### config.mk
export PLATFORM = sky130hd
export DESIGN_NAME = uart_tx_cfg
export DESIGN_NICKNAME = d
export VERILOG_FILES = /design/src/rtl/uart_pkg.sv /design/src/rtl/uart_baud_gen.sv /design/src/rtl/uart_tx_cfg.sv
export SDC_FILE = /design/constraint.sdc
export NUM_CORES = 1
export LEC_CHECK = 0
export BUFFER_PORTS_ARGS = -buffer_cell sky130_fd_sc_hd__buf_2
export CAP_MARGIN = 10
export CORE_MARGIN = 2
export CORE_UTILIZATION = 35
export DETAILED_ROUTE_END_ITERATION = 8
export PLACE_DENSITY = 0.51
export REMOVE_ABC_BUFFERS = 1
export SYNTH_ARGS = -nofsm -noshare
export SYNTH_HDL_FRONTEND = slang
export SYNTH_HIERARCHICAL = 1
export SYNTH_SLANG_ARGS = --single-unit
### constraint.sdc
create_clock -name clk -period 3.3 [get_ports clk]
set_input_delay 0.165 -clock clk [delete_from_list [all_inputs] [get_ports clk]]
set_output_delay 0.165 -clock clk [all_outputs]
set_load 0.05 [all_outputs]
### src/rtl/uart_pkg.sv
// Shared types and constants for the configurable UART transmitter and,
// later, the matching receiver.
//   parity_t      : decoded parity selection
//   tx_state_t    : transmitter frame states
//   MIN_BAUD_DIV  : smallest usable clocks-per-bit value
//   decode_parity : maps the raw 2-bit parity_mode input onto parity_t
package uart_pkg;

    typedef enum logic [1:0] {
        PAR_NONE = 2'b00,
        PAR_EVEN = 2'b01,
        PAR_ODD  = 2'b10
    } parity_t;

    typedef enum logic [2:0] {
        IDLE,
        START,
        DATA,
        PARITY,
        STOP
    } tx_state_t;

    localparam int MIN_BAUD_DIV = 2;

    // Code 2'b11 has no meaning of its own and is treated as "no parity".
    function automatic parity_t decode_parity(input logic [1:0] mode);
        case (mode)
            2'b01:   return PAR_EVEN;
            2'b10:   return PAR_ODD;
            default: return PAR_NONE;
        endcase
    endfunction

endpackage

### src/rtl/uart_baud_gen.sv
// Bit-period generator. Counts 0..div-1 while enabled and pulses tick for
// one clock at div-1, which marks the bit boundary. Dropping en clears the
// count, so the next enable starts a full bit period.
//   clk, rst_n : clock, asynchronous active-low reset
//   en         : run the divider; low holds the count at zero
//   div        : clocks per bit, expected to be already clamped to >= 2
//   tick       : one-cycle pulse on the last clock of each bit period
module uart_baud_gen #(
    parameter int DIV_W = 16
) (
    input  logic             clk,
    input  logic             rst_n,
    input  logic             en,
    input  logic [DIV_W-1:0] div,
    output logic             tick
);

    logic [DIV_W-1:0] cnt_q;
    logic [DIV_W-1:0] cnt_d;

    assign tick = en && (cnt_q == (div - DIV_W'(1)));

    always_comb begin
        cnt_d = cnt_q;
        if (!en || tick) begin
            cnt_d = '0;
        end else begin
            cnt_d = cnt_q + DIV_W'(1);
        end
    end

    always_ff @(posedge clk or negedge rst_n) begin
        if (!rst_n) begin
            cnt_q <= '0;
        end else begin
            cnt_q <= cnt_d;
        end
    end

endmodule

### src/rtl/uart_tx_cfg.sv
// Runtime-configurable UART transmitter with the trmt/tx_done handshake.
// Frame: start, DATA_BITS data (LSB first), optional parity, 1 or 2 stops.
// All frame settings are captured when trmt is accepted in IDLE.
//   clk, rst_n  : clock, asynchronous active-low reset
//   trmt        : start-frame strobe, only looked at in IDLE
//   tx_data     : payload
//   baud_div    : clocks per bit (0 and 1 behave as 2)
//   parity_mode : 00/11 none, 01 even, 10 odd
//   two_stop    : 1 = two stop bits
//   TX          : serial line, idles high
//   tx_done     : idle and the previous frame complete
//   busy        : frame in progress
//
// state  | meaning
// -------+---------------------------------------------
// IDLE   | line marking, waiting for trmt
// START  | start bit on the line
// DATA   | data bits, bit_cnt counts them
// PARITY | parity bit on the line
// STOP   | stop bit(s), bit_cnt selects first/second
module uart_tx_cfg
    import uart_pkg::*;
#(
    parameter int DATA_BITS = 8,
    parameter int DIV_W     = 16
) (
    input  logic                 clk,
    input  logic                 rst_n,
    input  logic                 trmt,
    input  logic [DATA_BITS-1:0] tx_data,
    input  logic [DIV_W-1:0]     baud_div,
    input  logic [1:0]           parity_mode,
    input  logic                 two_stop,
    output logic                 TX,
    output logic                 tx_done,
    output logic                 busy
);

    localparam int SH_W  = DATA_BITS + 2;
    localparam int CNT_W = 4;

    tx_state_t        state_q,    state_d;
    logic [SH_W-1:0]  shreg_q,    shreg_d;
    logic [CNT_W-1:0] bit_cnt_q,  bit_cnt_d;
    logic [DIV_W-1:0] div_q,      div_d;
    parity_t          par_mode_q, par_mode_d;
    logic             two_stop_q, two_stop_d;

    logic             tick;
    logic [DIV_W-1:0] eff_div;
    logic             par_bit;

    uart_baud_gen #(.DIV_W(DIV_W)) u_baud_gen (
        .clk  (clk),
        .rst_n(rst_n),
        .en   (state_q != IDLE),
        .div  (div_q),
        .tick (tick)
    );

    assign eff_div = (baud_div < DIV_W'(MIN_BAUD_DIV)) ? DIV_W'(MIN_BAUD_DIV) : baud_div;

    // Without parity the top shift-register bit is a 1, so it doubles as
    // the first stop bit.
    always_comb begin
        case (decode_parity(parity_mode))
            PAR_EVEN: par_bit = ^tx_data;
            PAR_ODD:  par_bit = ~^tx_data;
            default:  par_bit = 1'b1;
        endcase
    end

    always_comb begin
        state_d    = state_q;
        shreg_d    = shreg_q;
        bit_cnt_d  = bit_cnt_q;
        div_d      = div_q;
        par_mode_d = par_mode_q;
        two_stop_d = two_stop_q;

        // tick only fires outside IDLE; 1-fill supplies the stop bits.
        if (tick) begin
            shreg_d = {1'b1, shreg_q[SH_W-1:1]};
        end

        case (state_q)
            IDLE: begin
                if (trmt) begin
                    state_d    = START;
                    shreg_d    = {par_bit, tx_data, 1'b0};
                    bit_cnt_d  = '0;
                    div_d      = eff_div;
                    par_mode_d = decode_parity(parity_mode);
                    two_stop_d = two_stop;
                end
            end
            START: begin
                if (tick) begin
                    state_d = DATA;
                end
            end
            DATA: begin
                if (tick) begin
                    if (bit_cnt_q == CNT_W'(DATA_BITS - 1)) begin
                        bit_cnt_d = '0;
                        state_d   = (par_mode_q != PAR_NONE) ? PARITY : STOP;
                    end else begin
                        bit_cnt_d = bit_cnt_q + CNT_W'(1);
                    end
                end
            end
            PARITY: begin
                if (tick) begin
                    state_d = STOP;
                end
            end
            STOP: begin
                if (tick) begin
                    if (two_stop_q && (bit_cnt_q == '0)) begin
                        bit_cnt_d = CNT_W'(1);
                    end else begin
                        bit_cnt_d = '0;
                        state_d   = IDLE;
                    end
                end
            end
            default: begin
                state_d = IDLE;
            end
        endcase
    end

    always_ff @(posedge clk or negedge rst_n) begin
        if (!rst_n) begin
            state_q    <= IDLE;
            shreg_q    <= '1;
            bit_cnt_q  <= '0;
            div_q      <= DIV_W'(MIN_BAUD_DIV);
            par_mode_q <= PAR_NONE;
            two_stop_q <= 1'b0;
        end else begin
            state_q    <= state_d;
            shreg_q    <= shreg_d;
            bit_cnt_q  <= bit_cnt_d;
            div_q      <= div_d;
            par_mode_q <= par_mode_d;
            two_stop_q <= two_stop_d;
        end
    end

    assign TX      = shreg_q[0];
    assign tx_done = (state_q == IDLE);
    assign busy    = ~tx_done;

endmodule

After elaboration in Yosys (flattened, before gate mapping)
Cells that the tools add are included.
- register bits: 52
- input port bits: 30
- output and inout bits: 3
- word-level logic and storage cells: 65
- $add $sub $neg: 3
- order comparisons: 1
- eq/ne operators: 17
- multiplexer cells: 22
- bitwise operators: 1
- reduce and logical (&&, ||, !) cells: 14
- operator list (kind ; number):
    16-bit two-way mux ; 2
    10-bit two-way mux ; 3
    3-bit two-way mux ; 8
    16-bit by 1-bit adder with 16-bit output, second input constant ; 1
    16-bit equality test ; 1
    16-bit by 2-bit less-than comparator with 1-bit output, second input constant ; 1
    4-bit two-way mux ; 4
    16-bit by 1-bit subtractor with 16-bit output, second input constant ; 1
    3-bit case mux with 5 select lines ; 1
    4-bit case mux with 3 select lines ; 1
    2-bit by 1-bit != test with 1-bit output, second input constant ; 4
    8-bit XNOR reduction ; 1
    8-bit XOR reduction ; 1
    7-bit AND reduction ; 1
    3-bit by 2-bit equality test with 1-bit output, second input constant ; 2
    2-bit != test, second input constant ; 3
    3-bit nonzero test ; 2
    4-bit by 1-bit adder with 4-bit output, second input constant ; 1
    2-bit by 1-bit equality test with 1-bit output, second input constant ; 2
    2-bit equality test, second input constant ; 2
    4-bit by 3-bit equality test with 1-bit output, second input constant ; 1
    4-bit zero test ; 1
    2-bit case mux with 2 select lines ; 1
    4-bit AND reduction ; 1
    11 further kinds ; 12

Logic depth before layout (Yosys ltp)
- depth in word-level cells: 6
- depth in mapped cells: 12
- gate-level depth less buffers: 12

Cells and area by module
Netlist, hierarchy kept.
- by module, submodules not included (module ; times used ; cells each ; area an instance (sq um) ; seq. area each (sq um)):
    uart_tx_cfg ; 1 ; 155 ; 1801.7 ; 914.6
    uart_baud_gen ; 1 ; 169 ; 1456.4 ; 400.4

Least setup slack after synthesis
OpenSTA, ideal clock, no wires.
- path type: flip-flop to flip-flop
- start: reg div_q[3]
- end: reg bit_cnt_q[2]
- library setup time: 0.121 ns
- arrival: 3.240 ns
- data required time: 3.179 ns
- path slack: -0.061 ns
- cell stages (with the launch flop): 11
- path buffers: 1
- clock period less this slack: 3.361 ns
- path through: dfrtp_1 or4_1 buf_2 nor4_1 mux2_2 a31o_2 a2111oi_0 a2bb2oi_1 nor2_2 o21ai_1 a22o_1
- longest elaborated chain between the ends: 5
- elaborated cells on any way between the ends: 6
- those cells by class: 1 x add/sub; 3 x eq/ne; 2 x reduce/logical
- ends and longest elaborated chain (item ; RTL line ; RTL):
    from (decl) ; uart_tx_cfg.sv:45 ; logic [DIV_W-1:0] div_q, div_d;
    from (signal assigned) ; uart_tx_cfg.sv:138 ; div_q <= DIV_W'(MIN_BAUD_DIV);
    from (signal assigned) ; uart_tx_cfg.sv:145 ; div_q <= div_d;
    16-bit by 1-bit subtractor with 16-bit output * ; uart_baud_gen.sv:21 ; assign tick = en && (cnt_q == (div - DIV_W'(1)));
    16-bit equality test * ; uart_baud_gen.sv:21 ;
    1-bit logical AND * ; uart_baud_gen.sv:21 ;
    via tick ; uart_tx_cfg.sv:49 ; logic tick;
    2-bit by 1-bit != test with 1-bit output (no source line) ; - ;
    4-bit AND reduction (no source line) * ; - ;
    to (signal assigned) ; uart_tx_cfg.sv:144 ; bit_cnt_q <= bit_cnt_d;
    to (decl) ; uart_tx_cfg.sv:44 ; logic [CNT_W-1:0] bit_cnt_q, bit_cnt_d;
The timed path passes the listed nets; every way through them passes the cells marked *.
A chain may end at the register's enable or synchronous reset.

Final worst setup path
- start: reg div_q[3]
- end: reg state_q[0]
- longest elaborated chain between the ends: 5
- elaborated cells on any way between the ends: 8
- those cells by class: 1 x add/sub; 5 x eq/ne; 2 x reduce/logical
- ends and longest elaborated chain (item ; RTL line ; RTL):
    16-bit by 1-bit subtractor with 16-bit output * ; uart_baud_gen.sv:21 ;
    16-bit equality test * ; uart_baud_gen.sv:21 ;
    1-bit logical AND * ; uart_baud_gen.sv:21 ;
    via tick ; uart_tx_cfg.sv:49 ;
    2-bit by 1-bit != test with 1-bit output (no source line) ; - ;
    7-bit AND reduction (no source line) * ; - ;
    to (signal assigned) ; uart_tx_cfg.sv:142 ; state_q <= state_d;
    to (decl) ; uart_tx_cfg.sv:42 ; tx_state_t state_q, state_d;
Marked as above.

==> results.md <==
* WL met2 at 3434 um
* Via density at 5.259
* Drt pass-1 iters at 4
* Worst Setup Path Type: flip-flop to flip-flop
* Failing checks: hold timing
* GR Util All Layers at 0.1551
* Top Layer Used: met4
* Port Buffer Count at 32
* Outcome: complete, but fails checks
* Depth of the worst register-to-register path at 10
* Clk_lat worst skew at 300 ps
* Pwr Density at 747.8 nW/um2
* Post-synthesis sequential area ratio at 0.4036
* R2r endpoint: state_q[0]
* Max Clk Rate at 321.3 MHz
* Critical Path Max Stage Delay at 570 ps
* FP Rows at 35
* Main area contributors after synthesis: dfrtp_1 31%, dfstp_2 8.9%, xnor2_1 5.9%
* Root buf cell: clkbuf_8
* Post-Place Setup Slack at -0.8344 ps
* Worst setup margin at 187.6 ps
* Synth top area share at 0.3149
* Initial DRC Count at 90
* Mapped Area at 3258 um2
* Met3 wire len at 183 um
* Post-synth ARST share at 1.000
* Worst reg2reg startpoint: div_q[3]
* Family with the most delay on the worst path: simple AND/OR/NAND/NOR gates
* TritonCTS Buffers at 5
* Syn Area/Cell at 10.06 um2
* Hold_buf cts at 0
* Met1 WL at 3421 um
* Fraction of layout cells with a size suffix above 1 at 0.2849
* Core area at 9153 um2
* Drt wl/cell at 14.67 um
* Final setup fails at 0
* H-tree depth at 2
* Worst-path fanout max at 6
* CP max stage cell: or4_4
* Vias at 2540
* Worst path arrival time at 3360 ps
* Residual DRC count at 0
* Max Transition Viols Final at 0
* Peak VDD IR at 294.9 uV
* I/O Pins at 33
* Commonest non-fill, non-tap cell in the layout: dfrtp_1
* Nets at 407
* Crit path depth at 10
* Mapped Cells at 324
* Area growth, synth to finish at 15.71%
* CTS tree: yes
* RSZ-0062 raised after global routing: false
* Yosys warning total at 6
* Period utilization at 0.9431
* Slew @ Worst Pin at 931.4 ps
* Fillers at 908
* CP endpoint: state_q[0]
* Slew headroom at 0.3791
* Dpl hpwl at 5379 um
* Synth area leader: dfrtp_1
* CP Launch Type: flip-flop
* Largest net degree at the start of global routing at 42
* Final core occ at 0.4119
* Die height at 100.5 um
* Vias in the first global route at 2617
* Crit path capture type: flip-flop
* Final Hold Viols at 5
* Leakage power at 0.001567 uW
* #FFs+latches synth at 52
* Reg clk slew, reported paths at 100 ps
* R2R Setup Slk at 190 ps
* Final Instance Area at 3770 um2
* Post-route ant nets at 0
* Clock Path Buffers at 2
* Hold WC Path Type: input port to async pin
* Critical-path cell list: or4_4 -> or4_4 -> a2111oi_4 -> or3_1 -> o2111ai_1 -> a2111oi_4 -> nand3b_2 -> nand4_4 -> a2111oi_2 -> a21o_1
* Initial core utilization at 0.3560
* Top FF cell, synth: dfrtp_1
* Placer congestion estimate at 0.8548
* Sum of negative setup slack at 0 ps
* Synth cell types at 61
* # clock sinks at 52
* Antenna Cells at 0
* CP startpoint: div_q[3]
* Final hold slack at -2.505 ps
* Die ar. at 10100 um2
* Most frequent cells in the layout: 41 x dfrtp_1, 32 x buf_2, 23 x nand2_1
* Clock Skews at 7.564 ps
* Critical path required time at 3550 ps
* Post-synth EDFFs at 0
* Fin crit period at 3112 ps
* Final wirelength at 7084 um
* First-pass GRT wire length at 12430 um
* # Max-Cap Violations at 0
* Die W at 100.5 um
* Dpl cell area at 3657 um2
* Buf+Inv Stages, Crit Path at 0
* Initial antenna violation count at 0
* Remaining Overflow, GRT at 0
[Yosys cell counts, types with 4 or more instances]
cell,instances
dfrtp_1,41
xnor2_1,22
mux2_2,17
dfstp_2,11
ha_1,6
o21ai_0,16
or3_1,9
buf_2,5
inv_1,12
and3_1,6
nand2_1,23
nor3b_1,4
nor2_1,17
nor2b_1,4
nor3_1,18
nor4_1,4
nand3_1,7
clkbuf_1,5
nand3b_1,5
nand2b_1,5
mux2i_1,11
xor2_1,14
nand4_1,8
[worst min-delay path by stage]
stage                                end  cells past startpoint
finish              u_baud_gen/cnt_q[12]                      1
global route        u_baud_gen/cnt_q[12]                      1
CTS                 u_baud_gen/cnt_q[12]                      1
detailed placement              div_q[6]                      1
global placement                div_q[2]                      1
floorplan                   bit_cnt_q[0]                      0
[where the power goes]
group / internal [uW] / leakage (uW) / switching, uW
sequential: 890 / 0.000644 / 214
clock: 152 / 0.0000485 / 218
combinational: 618 / 0.000875 / 726
[cell families (layout without fill, tap and decap cells)]
group / count (synthesis) / after routing / share of synthesized area
flops: 52 / 52 / 0.4036
fa+ha+maj: 6 / 6 / 0.02304
xor+xnor: 36 / 36 / 0.09677
buf+inv: 25 / 73 / 0.03533
compound gates: 46 / 46 / 0.1129
mux: 29 / 29 / 0.09601
simple gates: 130 / 130 / 0.2323
[cell type report]
cell class                      instances  area, um2  area share
Multi-Input combinational cell        247       1862      0.4939
Sequential cell                        52       1315      0.3488
Timing Repair Buffer                   53      317.8     0.08430
Tap cell                              111      138.9     0.03684
Clock buffer                            5      68.82     0.01825
Inverter                               12      45.04     0.01195
Clock inverter                          3      22.52    0.005974
[state kept, by name, summed over array words and instances (netlist names)]
name / flops
div_q: 16
u_baud_gen/cnt_q: 16
bit_cnt_q: 4
shreg_q: 10
par_mode_q: 2
two_stop_q: 1
state_q: 3
[stage by stage]
step | power [uW] | instances
after global placement | 2430 | 475
after detailed placement | 2449 | 475
after floorplan | 1998 | 311
after CTS | 2852 | 483
after global routing | 3068 | 483
final | 2819 | 483
[layer usage]
layer | up-vias | track usage
met5 | - | 0
met4 | 0 | 0.04742
met3 | 2 | 0.02497
met2 | 29 | 0.2607
met1 | 1239 | 0.2056
li1 | 1270 | -
[repair_timing]
item | CTS | global route
buffers inserted | 0 | 0
pin swaps | 0 | 1
cloned | 0 | 0
resized for setup | 1 | 2
setup endpoints to repair | 2 | 8
Note: power is estimated with default switching activity, not from simulation.
